--- src/rtl/hazard_pkg.sv ---
// Shared types for the hazard unit: forwarding select encoding.
package hazard_pkg;

  localparam int unsigned FWD_SEL_W = 2;

  typedef enum logic [FWD_SEL_W-1:0] {
    FWD_REG = 2'b00,
    FWD_W   = 2'b01,
    FWD_M   = 2'b10
  } fwd_sel_t;

endpackage

--- src/rtl/hazard_fwd_sel.sv ---
// Single-operand forwarding comparator: Memory stage beats Writeback, x0 never forwarded.
module hazard_fwd_sel
  import hazard_pkg::*;
#(
  parameter int unsigned REG_ADDR_WIDTH = 5
) (
  input  logic [REG_ADDR_WIDTH-1:0] rs_e_i,
  input  logic [REG_ADDR_WIDTH-1:0] rd_m_i,
  input  logic                      regwrite_m_i,
  input  logic [REG_ADDR_WIDTH-1:0] rd_w_i,
  input  logic                      regwrite_w_i,
  output fwd_sel_t                  sel_o
);

  // Priority select of the youngest in-flight producer.
  always_comb begin
    sel_o = FWD_REG;
    if (regwrite_m_i && (rd_m_i != '0) && (rd_m_i == rs_e_i)) begin
      sel_o = FWD_M;
    end else if (regwrite_w_i && (rd_w_i != '0) && (rd_w_i == rs_e_i)) begin
      sel_o = FWD_W;
    end
  end

endmodule

--- src/rtl/hazard_scoreboard.sv ---
// Hazard unit: operand forwarding, load-use and multi-cycle scoreboard stalls,
// branch flushes and a saturating stall-cycle counter.
module hazard_scoreboard
  import hazard_pkg::*;
#(
  parameter int unsigned REG_ADDR_WIDTH = 5,
  parameter int unsigned NUM_SRC        = 2,
  parameter int unsigned MC_LAT         = 4,
  parameter int unsigned CNT_WIDTH      = 32
) (
  input  logic                              clk,
  input  logic                              rst_n,
  input  logic [NUM_SRC*REG_ADDR_WIDTH-1:0] rs_d,
  input  logic [NUM_SRC*REG_ADDR_WIDTH-1:0] rs_e,
  input  logic [REG_ADDR_WIDTH-1:0]         rd_d,
  input  logic                              regwrite_d,
  input  logic                              mc_d,
  input  logic                              valid_d,
  input  logic [REG_ADDR_WIDTH-1:0]         rd_e,
  input  logic                              memread_e,
  input  logic [REG_ADDR_WIDTH-1:0]         rd_m,
  input  logic                              regwrite_m,
  input  logic [REG_ADDR_WIDTH-1:0]         rd_w,
  input  logic                              regwrite_w,
  input  logic                              branch_taken_e,
  output logic [2*NUM_SRC-1:0]              forward_e,
  output logic                              stall_f,
  output logic                              stall_d,
  output logic                              flush_d,
  output logic                              flush_e,
  output logic                              mc_busy,
  output logic [CNT_WIDTH-1:0]              stall_cycles
);

  localparam int unsigned NUM_REGS = 2 ** REG_ADDR_WIDTH;
  localparam int unsigned SB_W     = $clog2(MC_LAT + 1);

  logic [SB_W-1:0]      sb_q [NUM_REGS];
  logic [SB_W-1:0]      sb_d [NUM_REGS];
  logic [CNT_WIDTH-1:0] cnt_q, cnt_d;

  logic load_use, mc_raw, mc_waw, mc_struct, hazard, issue;

  // One forwarding comparator per Execute source operand.
  for (genvar gi = 0; gi < NUM_SRC; gi++) begin : g_fwd
    fwd_sel_t sel;
    hazard_fwd_sel #(.REG_ADDR_WIDTH(REG_ADDR_WIDTH)) u_fwd (
      .rs_e_i       (rs_e[gi*REG_ADDR_WIDTH +: REG_ADDR_WIDTH]),
      .rd_m_i       (rd_m),
      .regwrite_m_i (regwrite_m),
      .rd_w_i       (rd_w),
      .regwrite_w_i (regwrite_w),
      .sel_o        (sel)
    );
    assign forward_e[2*gi +: 2] = 2'(sel);
  end

  // Any pending multi-cycle writeback keeps the unpipelined unit busy.
  always_comb begin
    mc_busy = 1'b0;
    for (int r = 0; r < NUM_REGS; r++) begin
      if (sb_q[r] != '0) mc_busy = 1'b1;
    end
  end

  // Decode-operand hazard detection against the load in Execute and the scoreboard.
  always_comb begin
    logic [REG_ADDR_WIDTH-1:0] src;
    load_use = 1'b0;
    mc_raw   = 1'b0;
    for (int i = 0; i < NUM_SRC; i++) begin
      src = rs_d[i*REG_ADDR_WIDTH +: REG_ADDR_WIDTH];
      if (valid_d && (src != '0)) begin
        if (memread_e && (rd_e != '0) && (rd_e == src)) load_use = 1'b1;
        if (sb_q[src] != '0) mc_raw = 1'b1;
      end
    end
    mc_waw    = valid_d && regwrite_d && (rd_d != '0) && (sb_q[rd_d] != '0);
    mc_struct = valid_d && mc_d && mc_busy;
    hazard    = load_use || mc_raw || mc_waw || mc_struct;
  end

  // Pipeline control: a taken branch discards Decode, so it overrides any stall.
  always_comb begin
    stall_f = 1'b0;
    stall_d = 1'b0;
    flush_d = 1'b0;
    flush_e = 1'b0;
    if (branch_taken_e) begin
      flush_d = 1'b1;
      flush_e = 1'b1;
    end else if (hazard) begin
      stall_f = 1'b1;
      stall_d = 1'b1;
      flush_e = 1'b1;
    end
  end

  assign issue = valid_d && mc_d && regwrite_d && (rd_d != '0) && !stall_d && !branch_taken_e;

  // Scoreboard next state: count down pending entries, load on multi-cycle issue.
  always_comb begin
    for (int r = 0; r < NUM_REGS; r++) begin
      sb_d[r] = (sb_q[r] != '0) ? sb_q[r] - SB_W'(1) : '0;
    end
    if (issue) sb_d[rd_d] = SB_W'(MC_LAT);
  end

  // Saturating stall-cycle counter next state.
  always_comb begin
    cnt_d = cnt_q;
    if (stall_d && (cnt_q != '1)) cnt_d = cnt_q + CNT_WIDTH'(1);
  end

  // State registers; reset drops every pending entry.
  always_ff @(posedge clk or negedge rst_n) begin
    if (!rst_n) begin
      for (int r = 0; r < NUM_REGS; r++) sb_q[r] <= '0;
      cnt_q <= '0;
    end else begin
      for (int r = 0; r < NUM_REGS; r++) sb_q[r] <= sb_d[r];
      cnt_q <= cnt_d;
    end
  end

  assign stall_cycles = cnt_q;

endmodule

--- config.mk ---
export PLATFORM = sky130hd
export DESIGN_NAME = hazard_scoreboard
export DESIGN_NICKNAME = d
export VERILOG_FILES = /design/src/rtl/hazard_pkg.sv /design/src/rtl/hazard_fwd_sel.sv /design/src/rtl/hazard_scoreboard.sv
export SDC_FILE = /design/constraint.sdc
export NUM_CORES = 1
export LEC_CHECK = 0
export CORE_ASPECT_RATIO = 1.2
export CORE_MARGIN = 4
export CORE_UTILIZATION = 50
export CTS_CLUSTER_DIAMETER = 50
export DETAILED_ROUTE_END_ITERATION = 8
export GPL_ROUTABILITY_DRIVEN = 0
export PLACE_DENSITY = 0.8
export SLEW_MARGIN = 20
export SYNTH_ARGS = -nofsm -noshare
export SYNTH_HDL_FRONTEND = slang
export SYNTH_SLANG_ARGS = --single-unit
--- constraint.sdc ---
create_clock -name clk -period 4.6 [get_ports clk]
set_input_delay 1.15 -clock clk [delete_from_list [all_inputs] [get_ports clk]]
set_output_delay 1.15 -clock clk [all_outputs]
set_load 0.01 [all_outputs]
* Word level (Yosys, flattened, before mapping)
Cells that the tools add are included.
** Word-level totals
- Bits in registers :: 128
- Input bits :: 49
- Logic and storage cells :: 243
** Operators by class
- $add $sub $neg :: 33
- $lt $le $gt $ge :: 4
- Equal/unequal tests :: 7
- Muxes and demuxes :: 92
- Bitwise operators :: 6
- Reduce and logical (&&, ||, !) cells :: 68
** Operators by type and width (count)
- 2-to-1 mux 3 bit :: 39
- nonzero test 3 bit :: 35
- 2-to-1 mux 96 bit :: 1
- subtractor 3 x 1 -> 3 bit (second input constant) :: 32
- AND 64 bit :: 1
- NOT 64 bit :: 1
- 2-to-1 mux 1 bit :: 46
- binary-select mux 3 bit (select 5 bit) :: 3
- adder 32 x 1 -> 32 bit (second input constant) :: 1
- inequality test 32 bit (second input constant) :: 1
- bitwise OR 32 bit :: 1
- == test 5 bit :: 6
- nonzero test 5 bit :: 6
- logical AND 1 bit :: 22
- >= comparator 6 bit (second input constant) :: 3
- NOT 5 -> 6 bit :: 3
- demux 3 bit (select 5 bit) :: 1
- < comparator 6 x 1 -> 1 bit (second input constant) :: 1
- 2-to-1 mux 2 bit :: 2
- logical OR 1 bit :: 3
- zero test 1 bit :: 2

* Depth between registers and ports, before layout
- Word-level depth :: 41
- Mapped depth :: 12
- Gate-level depth less buffers :: 11

* Cells and area by module
From an unflattened synthesis, not the netlist that was laid out.
** Unflattened totals
- Cell total of the unflattened synthesis :: 812
- Area, all modules :: 7880.1 um^2
** By module, submodules not included
- hazard_scoreboard :: times used 1, cells each 772, area an instance 7577.3 um^2, seq. area each 3203.1 um^2
- hazard_fwd_sel :: times used 2, cells each 20, area an instance 151.4 um^2, seq. area each 0.0 um^2

* Worst setup path after synthesis
No wires, ideal clock.
- Path type :: input port to output port
- From :: in rd_d[1]
- To :: out stall_f
- Arrival time :: 3.019 ns
- Data required time :: 3.450 ns
- Setup slack :: 0.431 ns
- Stages :: 8
- Buffers on the path :: 2
- Cells stage by stage :: inv_2 -> mux4_2 -> a2111oi_0 -> o41ai_1 -> and4_4 -> buf_12 -> nor2_1 -> buf_4
** Between the ends
- Word-level cells in the longest chain between the ends :: 10
- Elaborated cells on any way between the ends :: 12
- Those cells by class :: mux (5); bitwise (1); reduce/logical (6)
** RTL lines
- from (decl) :: RTL line hazard_scoreboard.sv:15 : input logic [REG_ADDR_WIDTH-1:0] rd_d,
- NOT 5 -> 6 bit (not written as such) :: RTL line hazard_scoreboard.sv:78 : mc_waw = valid_d && regwrite_d && (rd_d != '0) && (sb_q[rd_d] != '0);
- binary-select mux 3 bit (select 5 bit) :: RTL line hazard_scoreboard.sv:78
- 2-to-1 mux 3 bit (not written as such) (2 in series) :: RTL line hazard_scoreboard.sv:78
- nonzero test 3 bit :: RTL line hazard_scoreboard.sv:78
- logical AND 1 bit (*) :: RTL line hazard_scoreboard.sv:78
- logical OR 1 bit (*) (2 in series) :: RTL line hazard_scoreboard.sv:80 : hazard = load_use || mc_raw || mc_waw || mc_struct;
- 2-to-1 mux 1 bit (*) (2 in series)
- to (decl) :: RTL line hazard_scoreboard.sv:27 : output logic stall_f,
Mark *: on every way between the ends. The rest lies on a longest branch, timed or not. The select of a mux whose other input is x is not followed.

* Worst setup path after layout
- From :: in rs_d[7]
- To :: out flush_e
** Between the ends
- Word-level cells in the longest chain between the ends :: 12
- Elaborated cells on any way between the ends :: 18
- Those cells by class :: eq/ne (1); mux (9); bitwise (1); reduce/logical (7)
** RTL lines
- from (decl) :: RTL line hazard_scoreboard.sv:13 : input logic [NUM_SRC*REG_ADDR_WIDTH-1:0] rs_d,
- NOT 5 -> 6 bit (not written as such) :: RTL line hazard_scoreboard.sv:75 : if (sb_q[src] != '0) mc_raw = 1'b1;
- binary-select mux 3 bit (select 5 bit) :: RTL line hazard_scoreboard.sv:75
- 2-to-1 mux 3 bit (not written as such) (2 in series) :: RTL line hazard_scoreboard.sv:75
- nonzero test 3 bit :: RTL line hazard_scoreboard.sv:75
- 2-to-1 mux 1 bit :: RTL line hazard_scoreboard.sv:75
- 2-to-1 mux 1 bit :: RTL line hazard_scoreboard.sv:73 : if (valid_d && (src != '0)) begin
- logical OR 1 bit (*) (3 in series) :: RTL line hazard_scoreboard.sv:80
- 2-to-1 mux 1 bit (*) :: RTL line hazard_scoreboard.sv:92 : end else if (hazard) begin
- 2-to-1 mux 1 bit (*) :: RTL line hazard_scoreboard.sv:89 : if (branch_taken_e) begin
- to (decl) :: RTL line hazard_scoreboard.sv:30 : output logic flush_e,
Marks and branches as above.

==> results_dict.tcl <==
set metrics [dict create \
    synth_area_mm2 0.00766 \
    p_per_area_mw_per_mm2 346 \
    cts_buffers 17 \
    arrival_ns 3.54 \
    clk_pin_slew_worst_paths_ns 0.06 \
    io_pins 90 \
    pre_cts_ws_ns -0.523 \
    synthMuxAreaShare 0.0465 \
    synthFlopType "dfrtp_1" \
    ant_nets 0 \
    mostFrequentLayoutCells "dfrtp_1, clkdlybuf4s50_1, nor2_1" \
    synth_fa_ha_area_frac 0.103 \
    drive_above_1_share 0.159 \
    clkLatencyLatePin_ns 0.42 \
    die-area_mm2 0.0174 \
    cp-end-kind "primary output" \
    power.leakage_nw 4.78 \
    vias 6531 \
    slew_viol_final 0 \
    syn_avg_cell_area_um2 9.81 \
    path_max_fanout 6 \
    drt-total-wl_um 20300 \
    grt_max_degree 74 \
    layout.nets 1046 \
    die_w_um 121 \
    synthArstFlopShare 1.00 \
    yosysWarnings 0 \
    stdcell_count 1150 \
    synth_top_family_by_area "simple AND/OR/NAND/NOR gates" \
    synth_fp_nets 893 \
    cts_tree "done" \
    antenna_found_initial 0 \
    fin_util 0.665 \
    synth-simple-area-share 0.206 \
    fin_crit_sh 1.02 \
    hold_path.class "flip-flop to flip-flop" \
    layout_commonest_cell "dfrtp_1" \
    synth_cell_type_count 64 \
    grt_pass1_vias 6528 \
    outcome "finished with violations" \
    maxCapViolations 0 \
    ys_seq_elements 128 \
    grt_usage 0.242 \
    design.core.area_mm2 0.0150 \
    antenna_cells 0 \
    cts_max_level 4 \
    worst_pin_slew_ns 0.762 \
    hold_viol_final 0 \
    routed_via_density 5.68 \
    die_h_um 144 \
    synth_compound_area_frac 0.106 \
    ir_drop_mv 0.262 \
    cp.required_ns 3.45 \
    grt_first_pass_wirelength_um 32800 \
    worstSetupPathType "input port to primary output" \
    finalWorstSetupSlack_ns -0.0935 \
    synth_edf_count 0 \
    hold_buffers 0 \
    fillers 1120 \
    initial_core_util 0.510 \
    setup_violations 3 \
    area_growth_pct 30.4 \
    root_buffer "clkbuf_16" \
    drcViolationCount 0 \
    portBuffers 89 \
    max_slew_margin 0.491 \
    violations "negative setup slack" \
    start_kind "input port" \
    drt_iter0_drc 672 \
    rows 49 \
    grt-ovfl-total 0 \
    placed_cells 1117 \
    routedWlPerCell_um 17.7 \
    fmax_mhz 213 \
    dp.final_hpwl_um 14900 \
    yosysSeqAreaShare 0.418 \
    synth_cells 781 \
    skew_ns 0.00650 \
    cts_max_path_buffers 2 \
    synthXorXnorAreaFrac 0.0696 \
    dr.pass1.iters 6 \
    layout_min_cycle_time_ns 4.69 \
    whs_ns 0.475 \
    fin_area_mm2 0.0100 \
    place_area_mm2 0.00922 \
    clkSinkCount 128 \
]
## logic make-up (layout without fill, tap and decap cells)
kind of cell    count (synthesis)  in the layout
buf+inv                        93            258
compound gates                120            120
mux                            23             23
fa+ha+maj                      63             63
flops                         128            128
xor+xnor                       60             60
simple gates                  294            294
## per-layer routing
layer	vias up	GRT usage	share of wire
li1	3038	-	-
met1	3165	0.305	0.41
met2	274	0.402	0.48
met3	54	0.0614	0.078
met4	0	0.0949	0.030
met5	-	0	0
## repair_timing
action,4_1_cts,5_1_grt
gates cloned,0,0
setup buffers,1,1
endpoints found under the setup margin,3,4
pin swaps,5,9
resized for setup,20,23
## critical path, cell delays in order
cell and delay (ns):
clkdlybuf4s50_1 0.41, buf_6 0.15, buf_12 0.14, nor4_2 0.33
a2111oi_2 0.08, nor4_1 0.29, a21oi_1 0.17, o211ai_1 0.28
and4_4 0.31, nand2b_1 0.08, buf_2 0.14
## synth_stat cells, types with 2 or more instances
master / count / area [um^2]
o21bai_1: 32 / 240
nand3_1: 19 / 95.1
nand2_1: 50 / 188
nand4b_1: 3 / 26.3
or2_1: 3 / 18.8
nor4_2: 3 / 37.5
and4_1: 3 / 26.3
dfrtp_1: 128 / 3200
ha_1: 63 / 788
o41ai_1: 3 / 26.3
xnor2_1: 35 / 307
inv_1: 67 / 251
a211oi_1: 5 / 37.5
nor3b_1: 3 / 22.5
a2111oi_0: 7 / 61.3
nand4_1: 25 / 156
or4_1: 6 / 45.0
mux2i_1: 9 / 90.1
o21ai_0: 39 / 195
xor2_1: 24 / 210
and2_1: 5 / 31.3
and3_1: 15 / 93.8
nand4_4: 4 / 85.1
nand3b_1: 4 / 30.0
nor4_1: 15 / 93.8
mux4_2: 8 / 180
or3b_2: 2 / 17.5
a22oi_1: 3 / 22.5
nor2b_1: 5 / 31.3
mux2_2: 3 / 33.8
or3_1: 5 / 31.3
a31oi_1: 3 / 18.8
nor2_1: 81 / 304
a221oi_1: 5 / 43.8
o221ai_1: 2 / 17.5
inv_2: 3 / 11.3
buf_4: 2 / 15.0
a21oi_1: 10 / 50.1
buf_2: 10 / 50.1
nor3_1: 35 / 175
clkbuf_1: 9 / 33.8
nand2b_1: 3 / 18.8
## power by group
part / leakage, nW / switching, mW / total [mW] / internal, mW
logic: 2.70 / 0.385 / 0.709 / 0.324
registers: 1.77 / 0.0766 / 1.27 / 1.19
clock network: 0.311 / 0.488 / 1.49 / 0.999
total: 4.78 / 0.949 / 3.46 / 2.51
## final timing paths
path	slack, ns	end	startpoint	depth (start not counted)
setup / recovery	-0.09	flush_e	rs_d[7]	11
hold / removal	0.48	sb_q[12]	sb_q[12]	1
setup reg to reg	1.27	sb_q[50]	sb_q[90]	11
hold reg to reg	0.48	sb_q[12]	sb_q[12]	1
max in group asynchronous	2.98	sb_q[78]	rst_n	2
min in group asynchronous	0.78	stall_cycles[14]	rst_n	1
## state kept, by name, summed over array words and instances (netlist names)
register and count:
sb_q 96, stall_cycles 32
## area by class of cell
class	instances	area, um^2	share of cell area
flip-flops and latches	128	3200	0.320
multi-input cells	560	4180	0.419
clock buffers	21	470	0.0471
inverters	70	263	0.0263
well taps	204	255	0.0255
clock inverters	10	183	0.0183
repair buffers	157	1440	0.144
## stage by stage
stage	TNS, ns	power, mW
floorplan	0	1.64
global placement	-1.40	1.95
detailed placement	-1.53	1.97
CTS	0	3.47
global route	-0.767	3.61
finish	-0.272	3.46
No activity file was read; power rests on OpenSTA's default activity.
